$ cat config.mk
export PLATFORM = sky130hd
export DESIGN_NAME = wb_keypad_scanner
export DESIGN_NICKNAME = d
export VERILOG_FILES = /design/src/rtl/keypad_pkg.sv /design/src/rtl/keypad_fifo.sv /design/src/rtl/wb_keypad_scanner.sv
export SDC_FILE = /design/constraint.sdc
export NUM_CORES = 1
export LEC_CHECK = 0
export BUFFER_PORTS_ARGS = -buffer_cell sky130_fd_sc_hd__buf_2
export CAP_MARGIN = 20
export CORE_UTILIZATION = 55
export CTS_BUF_LIST = sky130_fd_sc_hd__clkbuf_2
export DETAILED_ROUTE_END_ITERATION = 12
export GPL_TIMING_DRIVEN = 0
export PLACE_DENSITY = 0.74
export RECOVER_POWER = 100
export SLEW_MARGIN = 20
export SYNTH_ARGS = -nofsm -noshare
export SYNTH_HDL_FRONTEND = slang
export SYNTH_SLANG_ARGS = --single-unit
$ cat constraint.sdc
create_clock -name clk_i -period 4.05 [get_ports clk_i]
set_input_delay 0.405 -clock clk_i [delete_from_list [all_inputs] [get_ports clk_i]]
set_output_delay 0.405 -clock clk_i [all_outputs]
set_load 0.1 [all_outputs]
$ cat src/rtl/keypad_pkg.sv
// Shared constants and types for the bus-mapped matrix keypad scanner.
package keypad_pkg;
  localparam int CODE_W = 4;

  localparam logic ADR_DATA   = 1'b0;
  localparam logic ADR_STATUS = 1'b1;

  // DATA register: bit 7 flags a valid code in the low nibble.
  localparam int DATA_VALID_BIT = 7;
  // STATUS register: held flag, sticky overflow, queue count in the low bits.
  localparam int STAT_HELD_BIT  = 5;
  localparam int STAT_OVF_BIT   = 4;

  typedef enum logic {
    DRIVE  = 1'b0,
    SAMPLE = 1'b1
  } scan_state_t;
endpackage

$ cat src/rtl/keypad_fifo.sv
// Small synchronous FIFO for key codes; a pop frees a slot for a push on the same edge.
module keypad_fifo #(
  parameter int WIDTH = 4,
  parameter int DEPTH = 4
) (
  input  logic                   clk,
  input  logic                   rst,
  input  logic                   push,
  input  logic                   pop,
  input  logic [WIDTH-1:0]       din,
  output logic [WIDTH-1:0]       dout,
  output logic                   full,
  output logic                   empty,
  output logic [$clog2(DEPTH):0] count
);
  localparam int AW = $clog2(DEPTH);

  logic [WIDTH-1:0] mem [DEPTH];
  logic [AW-1:0]    wr_ptr;
  logic [AW-1:0]    rd_ptr;
  logic             do_push;
  logic             do_pop;

  assign empty   = (count == '0);
  assign full    = (count == (AW+1)'(DEPTH));
  assign do_pop  = pop & ~empty;
  assign do_push = push & (~full | do_pop);
  assign dout    = mem[rd_ptr];

  always_ff @(posedge clk) begin
    if (do_push) mem[wr_ptr] <= din;
  end

  always_ff @(posedge clk or posedge rst) begin
    if (rst) begin
      wr_ptr <= '0;
      rd_ptr <= '0;
      count  <= '0;
    end else begin
      if (do_push) wr_ptr <= wr_ptr + 1'b1;
      if (do_pop)  rd_ptr <= rd_ptr + 1'b1;
      if (do_push && !do_pop)      count <= count + 1'b1;
      else if (do_pop && !do_push) count <= count - 1'b1;
    end
  end
endmodule

$ cat src/rtl/wb_keypad_scanner.sv
// Wishbone slave that scans an active-low matrix keypad, debounces each key
// and queues press codes for the CPU; irq_o is high while codes are pending.
module wb_keypad_scanner
  import keypad_pkg::*;
#(
  parameter int WORD       = 16,
  parameter int ROWS       = 4,
  parameter int COLS       = 4,
  parameter int SCAN_DIV   = 1000,
  parameter int DEBOUNCE   = 4,
  parameter int FIFO_DEPTH = 4
) (
  input  logic              clk_i,
  input  logic              rst_i,
  input  logic              stb_i,
  input  logic              cyc_i,
  input  logic              we_i,
  input  logic              adr_i,
  input  logic [WORD/8-1:0] sel_i,
  input  logic [WORD-1:0]   dat_i,
  output logic              ack_o,
  output logic [WORD-1:0]   dat_o,
  output logic [COLS-1:0]   col_o,
  input  logic [ROWS-1:0]   row_i,
  output logic              irq_o
);
  localparam int KEYS  = ROWS * COLS;
  localparam int KEY_W = (KEYS > 1) ? $clog2(KEYS) : 1;
  localparam int IDX_W = (COLS > 1) ? $clog2(COLS) : 1;
  localparam int DIV_W = $clog2(SCAN_DIV);
  localparam int DB_W  = $clog2(DEBOUNCE + 1);
  localparam int CNT_W = $clog2(FIFO_DEPTH) + 1;

  function automatic logic [KEY_W-1:0] key_at(input int r, input logic [IDX_W-1:0] c);
    return KEY_W'(r * COLS) + KEY_W'(c);
  endfunction

  function automatic logic [COLS-1:0] col_drive(input logic [IDX_W-1:0] c);
    return ~(COLS'(1) << c);
  endfunction

  // Row synchronizer; rows idle high through the pull-ups.
  logic [ROWS-1:0] row_meta;
  logic [ROWS-1:0] row_sync;

  always_ff @(posedge clk_i or posedge rst_i) begin
    if (rst_i) begin
      row_meta <= '1;
      row_sync <= '1;
    end else begin
      row_meta <= row_i;
      row_sync <= row_meta;
    end
  end

  // Column scan FSM.
  scan_state_t      scan_state;
  logic [DIV_W-1:0] div;
  logic [IDX_W-1:0] idx;
  logic [IDX_W-1:0] next_idx;

  assign next_idx = (idx == IDX_W'(COLS - 1)) ? '0 : idx + 1'b1;

  always_ff @(posedge clk_i or posedge rst_i) begin
    if (rst_i) begin
      scan_state <= DRIVE;
      div        <= '0;
      idx        <= '0;
      col_o      <= '1;
    end else begin
      case (scan_state)
        DRIVE: begin
          col_o <= col_drive(idx);
          div   <= div + 1'b1;
          if (div == DIV_W'(SCAN_DIV - 2)) scan_state <= SAMPLE;
        end
        SAMPLE: begin
          idx        <= next_idx;
          col_o      <= col_drive(next_idx);
          div        <= '0;
          scan_state <= DRIVE;
        end
        default: scan_state <= DRIVE;
      endcase
    end
  end

  // Debounce the keys of the column being sampled.
  logic [KEYS-1:0] deb;
  logic [DB_W-1:0] db_cnt [KEYS];
  logic [ROWS-1:0] raw_col;
  logic [ROWS-1:0] flip;
  logic [ROWS-1:0] press_ev;

  always_comb begin
    raw_col = ~row_sync;
    for (int r = 0; r < ROWS; r++) begin
      flip[r] = (raw_col[r] != deb[key_at(r, idx)]) &&
                (db_cnt[key_at(r, idx)] == DB_W'(DEBOUNCE - 1));
    end
    press_ev = flip & raw_col;
  end

  // Same-column presses wait in pend and are pushed lowest row first.
  logic [ROWS-1:0]   pend;
  logic [ROWS-1:0]   pend_low;
  logic [IDX_W-1:0]  pend_col;
  logic [CODE_W-1:0] push_code;
  logic              push;

  assign pend_low = pend & (~pend + ROWS'(1));
  assign push     = |pend;

  always_comb begin
    push_code = '0;
    for (int r = ROWS - 1; r >= 0; r--) begin
      if (pend[r]) push_code = CODE_W'(r * COLS) + CODE_W'(pend_col);
    end
  end

  always_ff @(posedge clk_i or posedge rst_i) begin
    if (rst_i) begin
      deb      <= '0;
      pend     <= '0;
      pend_col <= '0;
      for (int k = 0; k < KEYS; k++) db_cnt[k] <= '0;
    end else if (scan_state == SAMPLE) begin
      for (int r = 0; r < ROWS; r++) begin
        if (raw_col[r] == deb[key_at(r, idx)]) begin
          db_cnt[key_at(r, idx)] <= '0;
        end else if (flip[r]) begin
          deb[key_at(r, idx)]    <= raw_col[r];
          db_cnt[key_at(r, idx)] <= '0;
        end else begin
          db_cnt[key_at(r, idx)] <= db_cnt[key_at(r, idx)] + 1'b1;
        end
      end
      pend     <= press_ev;
      pend_col <= idx;
    end else begin
      pend <= pend & ~pend_low;
    end
  end

  // Key-code queue.
  logic [CODE_W-1:0] fifo_head;
  logic              fifo_full;
  logic              fifo_empty;
  logic [CNT_W-1:0]  fifo_count;
  logic              pop;

  keypad_fifo #(
    .WIDTH (CODE_W),
    .DEPTH (FIFO_DEPTH)
  ) u_fifo (
    .clk   (clk_i),
    .rst   (rst_i),
    .push  (push),
    .pop   (pop),
    .din   (push_code),
    .dout  (fifo_head),
    .full  (fifo_full),
    .empty (fifo_empty),
    .count (fifo_count)
  );

  // Bus: a request is acked on the next edge; ack_o masks the request for one cycle.
  logic            req;
  logic            clr_ovf;
  logic            ovf_set;
  logic            overflow;
  logic [WORD-1:0] data_word;
  logic [WORD-1:0] status_word;

  assign req     = stb_i & cyc_i & ~ack_o;
  assign pop     = req & ~we_i & (adr_i == ADR_DATA) & ~fifo_empty;
  assign clr_ovf = req & we_i & (adr_i == ADR_STATUS) & sel_i[0] & dat_i[STAT_OVF_BIT];
  assign ovf_set = push & fifo_full & ~pop;

  always_comb begin
    data_word = '0;
    if (!fifo_empty) begin
      data_word[DATA_VALID_BIT] = 1'b1;
      data_word[CODE_W-1:0]     = fifo_head;
    end
    status_word                = '0;
    status_word[STAT_HELD_BIT] = |deb;
    status_word[STAT_OVF_BIT]  = overflow;
    status_word[CNT_W-1:0]     = fifo_count;
  end

  always_ff @(posedge clk_i or posedge rst_i) begin
    if (rst_i) begin
      ack_o    <= 1'b0;
      dat_o    <= '0;
      overflow <= 1'b0;
      irq_o    <= 1'b0;
    end else begin
      ack_o <= req;
      if (req && !we_i) dat_o <= (adr_i == ADR_DATA) ? data_word : status_word;
      if (ovf_set)      overflow <= 1'b1;
      else if (clr_ovf) overflow <= 1'b0;
      irq_o <= ~fifo_empty;
    end
  end

  logic unused_bits;
  assign unused_bits = ^{sel_i, dat_i};
endmodule

==> reports/qor.yml <==
synthesis:
  synth_edf_count: 16
  ys.flop_type: "dfrtp_1"
  syn-mean-instance-area_um2: 12.6
  synth_warnings: 0
  ys_seq_elements: 128
  async_flop_share: 0.875
  synth_seq_area_share: 0.537
  synth.distinct_cells: 48
  synthCells: 489
  syn_area_um2: 6140
detailed_routing:
  drtAntennaViolNets: 0
  wire_per_inst_um: 17.7
  drt_iter0_drc: 288
  first_pass_iters: 5
  drc_errors: 0
  vias: 4218
  postRouteWirelength_um: 12400
  routed_via_density: 5.99
placed_design:
  hpwl_um: 8210
  routabilityCongestion: 0.816
  port_buffers: 24
finish:
  antenna-diode-count: 0
  nNetsFinal: 603
  final_util: 0.626
  drive_above_1_share: 0.168
  most-common-layout-cells: "100 x dfrtp_1, 64 x nand2_1, 35 x clkbuf_1, 28 x o41ai_1, 23 x ha_1"
  multiInputGateArea_um2: 2530
  layout_commonest_cell: "dfrtp_1"
  register_area_um2: 3300
  area_growth_pct: 10.5
  fill_cells: 867
setup_path:
  worstSetupStartpointType: "register"
  r2r_start: "idx[1]"
  crit_top_cell: "clkbuf_1"
  crit_family: "buffers and inverters"
  worstSetupPathType: "reg -> reg"
  critPathSlowestCell: "nor3b_1"
  crit_buf_inv: 4
  crit_start: "idx[1]"
  end_kind: "register"
  required_ns: 4.69
  worstPathArrival_ns: 4.16
  crit_chain: "clkbuf_1 > clkbuf_2 > mux4_2 > inv_1 > ha_1 > clkbuf_1 > and2_0 > nor3b_1 > a22o_1"
  cp_slowest_stage_delay_ns: 0.50
  path_max_fanout: 10
timing:
  worstMarginPinSlew_ns: 1.89
  whs_ns: 0.0575
  relSlewSlack: -0.265
  fmax_mhz: 284
  rsz0062_at_grt: "no"
  period_share: 0.869
  period_needed_ns: 3.52
  drv_slew: 115
  finalHoldViolCount: 0
  fin_skew_ns: 0.0328
  setup-violations-final: 0
worst_hold_path:
  hp-class: "in -> reg"
  holdCritStartpoint: "we_i"
die:
  std_cell_rows: 38
  die-area_um2: 11600
  num_io_pins: 50
  initial_core_util: 0.566
  core_um2: 10800
  die_y_um: 108
  dieWidth_um: 108
run_status:
  status: "finished, violations left"
  violations: "max-capacitance violations, max-slew violations"
clock_tree:
  clockRootBuffer: "clkbuf_2"
  cts-htree-levels: 4
  cts_tree: "built"
  path_clk_slew_ns: 0.20
  cts_sinks: 128
  insertion_delay_ns: 0.70
  cts_inserted_buffers: 17
  clockBufferDepth: 2
global_route:
  grt-ovfl-total: 0
  use_met3: 0.0605
  grt_usage: 0.237
  antenna_found_initial: 0
  grtUsageMet1: 0.324
  grt_max_degree: 70
  grt_pass1_wl_um: 20400
  grt_pass1_vias: 4098
  busiest_layer: "met2"
  grtUsageMet2: 0.365
power:
  ir_worst_vdd_v: 0.000311
  powerDensity_nw_per_um2: 399
  leakage_uw: 0.00291
flow_run:
  drv_cap: 2
[worst register-to-register path, cell delays in order, from the launching register on]
cell and delay (ns):
dfrtp_1 0.48, clkbuf_1 0.49, clkbuf_2 0.45, mux4_2 0.36, inv_1 0.07, ha_1 0.13
clkbuf_1 0.45, and2_0 0.31, nor3b_1 0.50, a22o_1 0.23
[sequential cells by signal, indices dropped and copies added, names as in the netlist]
| register | cells |
|---|---|
| db_cnt | 48 |
| deb | 16 |
| u_fifo.mem | 16 |
| div | 10 |
| dat_o | 7 |
| col_o | 4 |
| pend | 4 |
| row_meta | 4 |
| row_sync | 4 |
| u_fifo.count | 3 |
| idx | 2 |
| pend_col | 2 |
| u_fifo.rd_ptr | 2 |
| u_fifo.wr_ptr | 2 |
| ack_o | 1 |
| irq_o | 1 |
| overflow | 1 |
| scan_state | 1 |
[final cells by class]
type / count / area share
Multi-Input combinational cell: 317 / 0.373
Inverter: 15 / 0.00848
Tap cell: 140 / 0.0258
Timing Repair Buffer: 35 / 0.0306
Clock buffer: 18 / 0.0133
Sequential cell: 128 / 0.486
Clock inverter: 14 / 0.0317
Buffer: 37 / 0.0313
[repair_timing]
| item | CTS | global route |
|---|---|---|
| hold buffers | 10 | 0 |
| endpoints found under the setup margin | 0 | 5 |
| gates resized for setup | 0 | 2 |
| setup buffers | 0 | 0 |
| endpoints found under the hold margin | 49 | 0 |
[per-stage QoR]
step | instance area, um2 | TNS [ns] | power [uW] | std cells | setup slack (ns)
after floorplan | 6170 | 0 | 1710 | 497 | 0.706
after global placement | 6460 | -47.44 | 1760 | 661 | -0.483
after global routing | 6790 | 0 | 2810 | 704 | 0.302
after CTS | 6900 | 0 | 2740 | 704 | 0.219
after detailed placement | 6500 | 0 | 1780 | 662 | 0.265
final | 6790 | 0 | 2710 | 704 | 0.532
[cell usage after synthesis, types with 12 or more instances]
cell	instances	area (um2)
dfrtp_1	100	2500
nand2_1	64	240
ha_1	23	288
o31ai_1	21	158
clkbuf_1	20	75.1
o41ai_1	19	166
nor2_1	17	63.8
edfxtp_1	16	480
mux4_2	16	360
inv_1	15	56.3
nand4_1	14	87.6
a22o_1	13	114
a21oi_1	12	60.1
dfstp_2	12	315
[power by group]
group / total [uW] / internal, uW / switching (uW)
registers: 1400 / 1350 / 52.5
clock network: 954 / 469 / 485
logic: 349 / 87.0 / 262
[cell families after synthesis]
group | count (synthesis) | share of synthesized area
mux | 28 | 0.0897
flops | 128 | 0.537
simple gates | 149 | 0.122
buf+inv | 52 | 0.0438
other cells | 1 | 0.000611
xor+xnor | 13 | 0.0198
compound gates | 94 | 0.137
fa+ha+maj | 24 | 0.0501
[path summary, 6_finish.rpt]
kind | endpoint | slack (ns) | cells after the start
setup reg to reg | deb[6] | 0.53 | 9
min in group asynchronous | db_cnt[11] | 0.70 | 3
hold / removal | dat_o[2] | 0.06 | 4
max in group asynchronous | db_cnt[46] | 1.04 | 4
hold reg to reg | row_sync[2] | 0.34 | 0
setup / recovery | deb[6] | 0.53 | 9
[layer usage]
layer,wire length (um),share of wire
met1,5530,0.44
met3,768,0.062
met2,5950,0.48
met4,191,0.015
met5,0,0
Note: power is estimated with default switching activity, not from simulation.
